==> config.mk <==
export PLATFORM = sky130hd
export DESIGN_NAME = spi_cmd_regfile
export DESIGN_NICKNAME = d
export VERILOG_FILES = /design/src/rtl/spi_cmd_regfile.sv
export SDC_FILE = /design/constraint.sdc
export NUM_CORES = 1
export LEC_CHECK = 0
export CAP_MARGIN = 40
export CORE_MARGIN = 4
export CORE_UTILIZATION = 50
export CTS_CLUSTER_SIZE = 14
export DETAILED_ROUTE_END_ITERATION = 16
export DONT_BUFFER_PORTS = 1
export PLACE_DENSITY = 0.63
export SYNTH_ARGS = -nofsm -noshare
export SYNTH_HDL_FRONTEND = slang
export SYNTH_SLANG_ARGS = --single-unit
==> constraint.sdc <==
create_clock -name clk -period 6.4 [get_ports clk]
set_clock_uncertainty 0.05 [all_clocks]
set_input_delay 0.64 -clock clk [delete_from_list [all_inputs] [get_ports clk]]
set_output_delay 0.64 -clock clk [all_outputs]
set_load 0.005 [all_outputs]
==> src/rtl/spi_cmd_regfile.sv <==
// SPI command decoder and 8 x 12-bit register bank; frame N answers command N-1.
// Optional idle watchdog enabled by defining SPI_REGS_WDOG_EN.
module spi_cmd_regfile #(
  parameter logic [11:0] ID_VALUE    = 12'hA5C,
  parameter int unsigned WDOG_CYCLES = 50_000_000
) (
  input  logic        clk,
  input  logic        rst,
  input  logic        rx_valid,
  input  logic [15:0] rx_data,
  output logic [15:0] tx_data,
  output logic        tx_update,
  output logic        busy,
  output logic [1:0]  led_out
);

  typedef enum logic [1:0] {IDLE, DECODE, EXEC} state_t;

  state_t      state, state_next;
  logic        accept;
  logic        in_decode;
  logic        in_exec;

  logic [15:0] cmd_q;
  logic        dec_rw;
  logic [2:0]  dec_addr;
  logic [11:0] dec_data;
  logic        dec_err;

  logic [11:0] frame_cnt;
  logic [11:0] err_cnt;
  logic        overrun;
  logic        wdog_flag;
  logic        wdog_fire;
  logic        rd_status;

  logic [11:0] rw_reg [3:7];
  logic [11:0] rd_val;
  logic [15:0] resp;

  // State register
  always_ff @(posedge clk) begin
    if (rst) state <= IDLE;
    else     state <= state_next;
  end

  // Next-state logic
  always_comb begin
    state_next = state;
    case (state)
      IDLE:    if (accept) state_next = DECODE;
      DECODE:  state_next = EXEC;
      EXEC:    state_next = IDLE;
      default: state_next = IDLE;
    endcase
  end

  // Busy also covers the response cycle so a word arriving then is counted as overrun.
  always_comb begin
    in_decode = (state == DECODE);
    in_exec   = (state == EXEC);
    busy      = (state != IDLE) || tx_update;
    accept    = rx_valid && !busy;
  end

  always_ff @(posedge clk) begin
    if (rst) begin
      cmd_q     <= '0;
      frame_cnt <= '0;
    end else if (accept) begin
      cmd_q     <= rx_data;
      frame_cnt <= frame_cnt + 12'd1;
    end
  end

  always_ff @(posedge clk) begin
    if (rst) begin
      dec_rw   <= 1'b0;
      dec_addr <= '0;
      dec_data <= '0;
      dec_err  <= 1'b0;
    end else if (in_decode) begin
      dec_rw   <= cmd_q[15];
      dec_addr <= cmd_q[14:12];
      dec_data <= cmd_q[11:0];
      dec_err  <= cmd_q[15] && (cmd_q[14:12] < 3'd3);
    end
  end

  always_comb begin
    rd_status = in_exec && !dec_rw && (dec_addr == 3'd1);
    case (dec_addr)
      3'd0:    rd_val = ID_VALUE;
      3'd1:    rd_val = {overrun, wdog_flag, frame_cnt[9:0]};
      3'd2:    rd_val = err_cnt;
      default: rd_val = rw_reg[dec_addr];
    endcase
    if (dec_err)     resp = {1'b1, dec_addr, 12'hEEE};
    else if (dec_rw) resp = {1'b0, dec_addr, dec_data};
    else             resp = {1'b0, dec_addr, rd_val};
  end

  always_ff @(posedge clk) begin
    if (rst) begin
      tx_data   <= '0;
      tx_update <= 1'b0;
    end else begin
      tx_update <= in_exec;
      if (in_exec) tx_data <= resp;
    end
  end

  always_ff @(posedge clk) begin
    if (rst) begin
      err_cnt <= '0;
    end else if (in_exec && dec_err && (err_cnt != 12'hFFF)) begin
      err_cnt <= err_cnt + 12'd1;
    end
  end

  // A new overrun in the same cycle as a status read stays set.
  always_ff @(posedge clk) begin
    if (rst)                  overrun <= 1'b0;
    else if (rx_valid && busy) overrun <= 1'b1;
    else if (rd_status)        overrun <= 1'b0;
  end

`ifdef SPI_REGS_WDOG_EN
  logic [31:0] wdog_cnt;

  always_comb wdog_fire = !accept && (wdog_cnt == 32'(WDOG_CYCLES - 1));

  always_ff @(posedge clk) begin
    if (rst)                   wdog_cnt <= '0;
    else if (accept || wdog_fire) wdog_cnt <= '0;
    else                       wdog_cnt <= wdog_cnt + 32'd1;
  end

  always_ff @(posedge clk) begin
    if (rst)            wdog_flag <= 1'b0;
    else if (wdog_fire) wdog_flag <= 1'b1;
    else if (rd_status) wdog_flag <= 1'b0;
  end
`else
  always_comb begin
    wdog_fire = 1'b0;
    wdog_flag = 1'b0;
  end
`endif

  // An EXEC write takes priority over the watchdog clear for its own register.
  always_ff @(posedge clk) begin
    for (int unsigned i = 3; i <= 7; i++) begin
      if (rst)
        rw_reg[i] <= '0;
      else if (in_exec && dec_rw && !dec_err && (dec_addr == 3'(i)))
        rw_reg[i] <= dec_data;
      else if (wdog_fire)
        rw_reg[i] <= '0;
    end
  end

  assign led_out = rw_reg[3][1:0];

endmodule

# After elaboration in Yosys (flattened, before gate mapping)
# Memory sizes are Yosys's and may differ from the RTL's. A register that Yosys moved wholly into a read port is not among the register bits.
# Index checks and enable logic that the tools add are counted.
# classes
n_addsub	2
mul	0
div_mod_pow	0
magnitude_cmp	1
eq_ne	11
n_shift	0
muxes	31
bitwise	5
reduce_logical	22
# op_table
cell	n
2-to-1 mux 12 bit	6
one-hot mux 12 bit (3 select lines)	1
adder 12 x 1 -> 12 bit, second input constant	2
2-to-1 mux 1 bit	19
2-to-1 mux 16 bit	1
logical AND 1 bit	14
equality test 3 bit, second input constant	4
inequality test 12 bit, second input constant	1
equality test 3 x 2 -> 1 bit, second input constant	2
2-to-1 mux 3 bit	2
OR 1 bit	5
one-hot mux 2 bit (2 select lines)	1
nonzero test 2 bit	2
equality test 3 x 1 -> 1 bit, second input constant	1
zero test 1 bit	3
zero test 3 bit	1
less-than comparator 3 x 2 -> 1 bit, second input constant	1
equality test 2 x 1 -> 1 bit, second input constant	1
equality test 2 bit, second input constant	1
zero test 2 bit	1
2-to-1 mux 2 bit	1
inequality test 2 bit, second input constant	1
logical OR 1 bit	1
# totals
regBits	77
latch_bits	0
ram_bits	60
mem_bits_ro	0
input_bits	19
out_inout_bits	20
elab_cells	84
n_memories	1
# mem_list
name	words	word_bits	read_ports	rd_ports_with_merged_regs	wr	line	source
rw_reg	5	12	2	1	5	37	logic [11:0] rw_reg [3:7];

# Longest topological paths before layout
# Gate-level depths: netlist (run 1).
# logic_depth
ltp_word	8
ltp_mapped	6
mapped_depth_nobuf	5

# Worst setup path before layout (run 1)
# OpenSTA, ideal clock, no wires.
# synth_timing
path_type	register to register
from	reg state[1]
to	mem rw_reg[4][0] (enable)
setup_ps	400
t_arrival_ps	2296
required_ps	5950
setup_slack_ps	3653
path_stages_with_launch	7
n_path_buf	2
synth_period_minus_slack_ps	2747
path_cell_list	dfxtp_1 -> buf_4 -> or3b_2 -> clkbuf_1 -> nor2_2 -> nand2_1 -> o31ai_1
# synth_rtl
element	line	source
start, declared	19	state_t state, state_next;
start signal, assigned	44	else state <= state_next;
end, declared	37	

==> flow_metrics.tcl, run 1 <==
set metrics [dict create \
    antenna_cells 0 \
    final_max_slew_viol_count 0 \
    clkLatencyLatePin_ns 0.41 \
    layout_stage_area_growth_over_the_synthesis_result_pct 11.2 \
    timing.critical_path.to_type "flop" \
    grt-ovfl-total 0 \
    drtIter0Drc 328 \
    worst_setup_hold_path_clk_slew_ns 0.06 \
    p_seq_share_pct 48.4 \
    post_synth_edffs 60 \
    switching_part_of_the_total_power_pct 22.4 \
    post_synth_instance_area_um2 5990 \
    crit_path_max_incr_delay_ns 0.62 \
    overall_die_area_um2 13800 \
    cts_htree_levels 4 \
    synthArstFlopShare_pct 0 \
    synth-main-ff-cell "sky130_fd_sc_hd__dfxtp_1" \
    power_per_cell_area_nw_per_um2 300 \
    netSwitchingPower_w 0.000448 \
    ys_types 65 \
    coreArea_um2 11600 \
    status "finished clean" \
    vdd_ir_drop_max_v 0.000189 \
    area_used_by_multi_input_combinational_logic_um2 2420 \
    grt_pass1_vias 4150 \
    r2r.worst_path.cells 5 \
    mostFrequentLayoutCell "sky130_fd_sc_hd__nand2_1" \
    worstPathArrival_ns 2.78 \
    dpl-instance-area_um2 6060 \
    nNetsFinal 585 \
    filler_cell_count 980 \
    dpl.hpwl_um 10000 \
    worstPathRequired_ns 6.47 \
    synth.ff_latch_count 138 \
    path_type_of_the_worst_setup_path "flop to flop" \
    cts.repair_timing.setup_buffer_count 0 \
    max_ffs_per_register 60 \
    min_period_over_period_pct 42.4 \
    max_slew_margin_pct 41.9 \
    finalPower_w 0.00200 \
    worst-path-buf-inv 1 \
    layout_common_cells "sky130_fd_sc_hd__nand2_1, sky130_fd_sc_hd__dfxtp_1, sky130_fd_sc_hd__a21oi_1" \
    critical_path.startpoint_type "flop" \
    chipHeight_um 117 \
    ctsHoldBuffers 0 \
    cellLeakagePower_nw 2.36 \
    top_cell_family_by_delay_on_the_critical_path "simple AND/OR/NAND/NOR gates" \
    globalplace.congestion 0.894 \
    post_synth_inst_count 576 \
    yosysWarningCount 0 \
    p_int_w 0.00155 \
    clkPwrFrac_pct 48.0 \
    totalNegativeSetupSlack_ns 0 \
    timing.final.hold_violations 0 \
    power.combinational.fraction_pct 3.7 \
    worst_setup_path_endpoint "rw_reg[5][6]$_SDFFCE_PN0P_" \
    port-buffer-count 0 \
    drt-pass1-iter-count 5 \
    die_x_um 117 \
    detail-route-antenna-nets 0 \
    synthesis.nets 597 \
    num_vias 4257 \
    global_router_s_overall_resource_usage_pct 21.5 \
    ff_latch_area_um2 3360 \
    pin_count_of_the_biggest_net_entering_global_routing 69 \
    worst_pin_slew_ns 0.872 \
    rows 39 \
    routed_wl_um 14400 \
    grt_first_pass_wirelength_um 23200 \
    reg2reg_from "state[1]$_SDFFE_PP0P_" \
    root_buffer "sky130_fd_sc_hd__clkbuf_16" \
    fraction_of_final_layout_cells_sized_beyond_drive_strength_1_pct 11.3 \
    clock_path_buffers 2 \
    grt_setup_unrepaired "no" \
    timing.critical_path.depth 5 \
    cells_along_the_critical_path "or3b_2 -> nor2_2 -> nand2_1 -> o21ai_0 -> buf_4" \
    worstSetupStartpoint "state[1]$_SDFFE_PP0P_" \
    cap_viol_max_count 0 \
    numClockSinks 138 \
    drc 0 \
    placed_cells 688 \
    detail_route.wl_per_cell_um 20.0 \
    worstHoldPathCells 1 \
    clock.fmax_ghz 0.368 \
    final_core_utilization_pct 57.6 \
    r2r_slack_ns 3.69 \
    layout.cell_area.non_filler_um2 6660 \
    drt-vias-per-instance 5.91 \
    proportion_of_synthesized_chip_area_in_sequential_cells_pct 56.1 \
    cpMaxStageDelayCell "sky130_fd_sc_hd__o21ai_0" \
    initial_utilization_pct 51.8 \
    hold_path.class "primary input to flop" \
    ios 39 \
    cts_inserted_buffers 17 \
    period_needed_ns 2.71 \
    layout.cells.non_filler 720 \
    post_cts_resize_count 0 \
    tritoncts "yes" \
    syn_avg_cell_area_um2 10.4 \
    timing.rr.end "rw_reg[5][6]$_SDFFCE_PN0P_" \
    critical_path_peak_fanout 10 \
    final-setup-viol-count 0 \
    number_of_antenna_violations_at_the_first_check_in_global_routing 0 \
]
## Yosys cell counts (4+ instances only)
cell                       count  area (um2)
sky130_fd_sc_hd__buf_4         4        30.0
sky130_fd_sc_hd__o21ai_0      18        90.1
sky130_fd_sc_hd__o31ai_1       4        30.0
sky130_fd_sc_hd__buf_2         6        30.0
sky130_fd_sc_hd__o22ai_1       6        37.5
sky130_fd_sc_hd__xor2_1        6        52.6
sky130_fd_sc_hd__and2_1       63         394
sky130_fd_sc_hd__inv_1         8        30.0
sky130_fd_sc_hd__edfxtp_1     60        1800
sky130_fd_sc_hd__a221o_1       5        50.1
sky130_fd_sc_hd__dfxtp_1      78        1560
sky130_fd_sc_hd__mux4_2       12         270
sky130_fd_sc_hd__nand3_1       7        35.0
sky130_fd_sc_hd__mux2i_1       4        40.0
sky130_fd_sc_hd__nor3_1        4        20.0
sky130_fd_sc_hd__nand4_1       7        43.8
sky130_fd_sc_hd__a21oi_1      68         340
sky130_fd_sc_hd__clkbuf_1     28         105
sky130_fd_sc_hd__nor2_1       28         105
sky130_fd_sc_hd__nand2_1      93         349
## power by group through the flow
| stage | clock network (W) | registers (W) | logic (W) |
|---|---|---|---|
| finish | 0.000959 | 0.000967 | 0.0000736 |
| global route | 0.00101 | 0.000971 | 0.0000821 |
| floorplan | 0 | 0.000974 | 0.0000650 |
| CTS | 0.000972 | 0.000968 | 0.0000734 |
| global placement | 0 | 0.000986 | 0.0000708 |
| detailed placement | 0 | 0.000987 | 0.0000732 |
## metrics by stage
step / hold WS [ns] / setup slack [ns]
CTS: 0.233 / 3.65
detailed placement: 0.390 / 3.67
global placement: 0.385 / 3.71
finish: 0.243 / 3.69
global route: 0.228 / 3.48
floorplan: 0.382 / 3.65
## worst min-delay path by stage
stage	start	end	slack [ns]
4_1_cts	rst	err_cnt[9]$_SDFFE_PP0P_	0.23
5_1_grt	rst	err_cnt[5]$_SDFFE_PP0P_	0.23
3_3_place_gp	cmd_q[7]$_SDFFE_PP0P_	dec_data[7]$_SDFFE_PP0N_	0.38
3_5_place_dp	cmd_q[6]$_SDFFE_PP0P_	dec_data[6]$_SDFFE_PP0N_	0.39
2_1_floorplan	cmd_q[0]$_SDFFE_PP0P_	dec_data[0]$_SDFFE_PP0N_	0.38
6_report	rst	err_cnt[9]$_SDFFE_PP0P_	0.24
## final cells by class
cell class / count / area share [%]
Sequential cell: 138 / 50.5
Multi-Input combinational cell: 389 / 36.4
Clock buffer: 22 / 7.78
Tap cell: 143 / 2.69
Clock inverter: 10 / 1.16
Timing Repair Buffer: 9 / 0.977
Inverter: 9 / 0.507
## cell families (layout without fill, tap and decap cells)
logic type | after synthesis | in the layout | share of synthesized area (%)
AOI/OAI and AO/OA | 128 | 128 | 13.0
xor gates and xnor gates | 8 | 8 | 1.17
adders and majority gates | 2 | 2 | 0.418
buffers and inverters | 49 | 50 | 3.57
DFF | 138 | 138 | 56.1
muxes | 18 | 18 | 5.56
and+or+nand+nor | 233 | 233 | 20.1
## routing by layer
layer | vias up | global-route usage [%] | share of wire, %
li1 | 2032 | - | -
met1 | 2091 | 27.9 | 43
met2 | 111 | 34.1 | 48
met3 | 23 | 7.26 | 6.7
met4 | 0 | 6.96 | 2.0
met5 | - | 0 | 0
No activity file was read; power rests on OpenSTA's default activity.
==> run 2: changes to the inputs <==
Clock period 6.4 ns to 2.7 ns, I/O delays scaled along.
==> run 2 against run 1 <==
  * First-iteration DRC count grew 12%
  * Combinational power grew to 2.9 times the previous value
  * Count of clock-buffer cells in the layout grew 3
  * Total power grew 140%
  * Critical path depth is the same
  * Highest routed layer unchanged
==> flow_metrics.tcl, run 2 (synthesis results as in run 1) <==
set metrics [dict create \
    globalplace.congestion 0.876 \
    grt_pass1_vias 4242 \
    numClockSinks 138 \
    fraction_of_final_layout_cells_sized_beyond_drive_strength_1_pct 11.7 \
    detail-route-antenna-nets 0 \
    cts_htree_levels 4 \
    final_max_slew_viol_count 0 \
    tritoncts "yes" \
    final_core_utilization_pct 59.5 \
    cts_inserted_buffers 17 \
    max_ffs_per_register 60 \
    grt_first_pass_wirelength_um 23700 \
    routed_wl_um 14900 \
    root_buffer "sky130_fd_sc_hd__clkbuf_16" \
    port-buffer-count 0 \
    wl_met1_um 6480 \
    coreArea_um2 11600 \
    hold_path.class "primary input to flop" \
    reg2reg_from "state[0]$_SDFFE_PP0P_" \
    ios 39 \
    cap_viol_max_count 0 \
    timing.rr.end "rw_reg[6][7]$_SDFFCE_PN0P_" \
    worstHoldPathCells 2 \
    hold_slack_ns 0.0491 \
    status "finished clean" \
    worst_setup_slack_before_clock_tree_synthesis_ns 0.572 \
    detail_route.wl_per_cell_um 20.0 \
    dpl.hpwl_um 10300 \
    grt-ovfl-total 0 \
    nNetsFinal 608 \
    overall_die_area_um2 13800 \
    final-setup-viol-count 0 \
    worst_setup_hold_path_clk_slew_ns 0.06 \
    clkLatencyLatePin_ns 0.42 \
    rows 39 \
    initial_utilization_pct 51.8 \
    critical_path_peak_fanout 12 \
    origin_of_the_worst_min_delay_path "rst" \
    min_period_over_period_pct 79.3 \
    period_needed_ns 2.14 \
    number_of_antenna_violations_at_the_first_check_in_global_routing 0 \
    grt_setup_unrepaired "no" \
    routed_length_on_met2_um 7320 \
    worst_min_delay_path_endpoint "err_cnt[2]$_SDFFE_PP0P_" \
    drt-pass1-iter-count 5 \
    r2r_slack_ns 0.56 \
    num_vias 4351 \
    dpl-instance-area_um2 6100 \
    worstPathRequired_ns 2.77 \
    worstPathArrival_ns 2.21 \
    timing.final.hold_violations 0 \
    clock.fmax_ghz 0.467 \
    die_x_um 117 \
    postLayoutSetupSlackWorst_ns 0.559 \
    drt-vias-per-instance 5.86 \
    global_router_s_overall_resource_usage_pct 22.3 \
    clock_path_buffers 2 \
    pin_count_of_the_biggest_net_entering_global_routing 63 \
    cellLeakagePower_nw 2.47 \
    vdd_ir_drop_max_v 0.000526 \
    layout_stage_area_growth_over_the_synthesis_result_pct 14.9 \
    drc 0 \
    path_type_of_the_worst_setup_path "flop to flop" \
    mostFrequentLayoutCell "sky130_fd_sc_hd__nand2_1" \
    top_signal_layer_used "met4" \
    antenna_cells 0 \
    totalNegativeSetupSlack_ns 0 \
    power_per_cell_area_nw_per_um2 688 \
    chipHeight_um 117 \
    critical_path.startpoint_type "flop" \
    timing.critical_path.to_type "flop" \
    drtIter0Drc 366 \
    worst_pin_slew_ns 0.948 \
    layout.cell_area.non_filler_um2 6880 \
    r2r.worst_path.cells 5 \
    layout_common_cells "sky130_fd_sc_hd__nand2_1, sky130_fd_sc_hd__dfxtp_1, sky130_fd_sc_hd__a21oi_1" \
    max_slew_margin_pct 36.8 \
    route.met3.wl_um 776 \
]
run 2: cell types whose count changed in the layout (fill, tap and decap cells not counted), sizes merged:
cell	previous run	this run
buf	9	15
clkbuf	22	25
clkinvlp	3	1
inv	11	9
dlygate4sd3	0	17
clkinv	5	6
run 2: worst max-delay path, cell delays in order (launching register included):
cell,delay (ns)
sky130_fd_sc_hd__dfxtp_1,0.40
sky130_fd_sc_hd__or3b_2,0.57
sky130_fd_sc_hd__nor2_2,0.19
sky130_fd_sc_hd__nand2_1,0.14
sky130_fd_sc_hd__o21ai_0,0.22
sky130_fd_sc_hd__buf_4,0.25
run 2: worst max path at each step:
stage	endpoint	depth (start not counted)	start	slack (ns)
global route	rw_reg[7][10]$_SDFFCE_PN0P_	3	dec_rw$_SDFFE_PP0N_	0.41
finish	rw_reg[6][7]$_SDFFCE_PN0P_	5	state[0]$_SDFFE_PP0P_	0.56
detailed placement	tx_data[5]$_SDFFE_PP0N_	4	flop	0.57
CTS	rw_reg[6][6]$_SDFFCE_PN0P_	5	state[0]$_SDFFE_PP0P_	0.57
floorplan	rw_reg[6][0]$_SDFFCE_PN0P_	6	state[1]$_SDFFE_PP0P_	0.01
global placement	rw_reg[5][2]$_SDFFCE_PN0P_	5	state[0]$_SDFFE_PP0P_	0.60
run 2: per-layer routing:
metal / track usage, % / vias to the layer above
met5: 0 / -
met4: 8.42 / 0
met3: 6.20 / 18
met2: 35.5 / 113
met1: 29.2 / 2139
li1: - / 2081
run 2: final cells by class:
cell class,instances,area (um2)
fill,952,4680
sequential,138,3360
multi-input combinational,389,2420
clock buffer,25,523
timing repair buffer,32,303
tap,143,179
clock inverter,7,56.3
inverter,9,33.8
run 2: power breakdown:
part           switching (W)  internal, W  leakage (nW)
Sequential         0.0000562      0.00224          1.25
Combinational       0.000126    0.0000905         0.929
Clock               0.000871      0.00135         0.285
Total                0.00105      0.00368          2.47
run 2: stage by stage:
step | cells | power, W
2_1_floorplan | 576 | 0.00246
3_3_place_gp | 693 | 0.00251
3_5_place_dp | 693 | 0.00252
4_1_cts | 743 | 0.00477
5_1_grt | 743 | 0.00491
6_report | 743 | 0.00474
run 2: what timing repair did:
action / 4_1_cts / 5_1_grt
buffers inserted: 0 / 0
hold endpoints to repair: 65 / 0
hold buffers: 18 / 0
gates resized for setup: 0 / 0
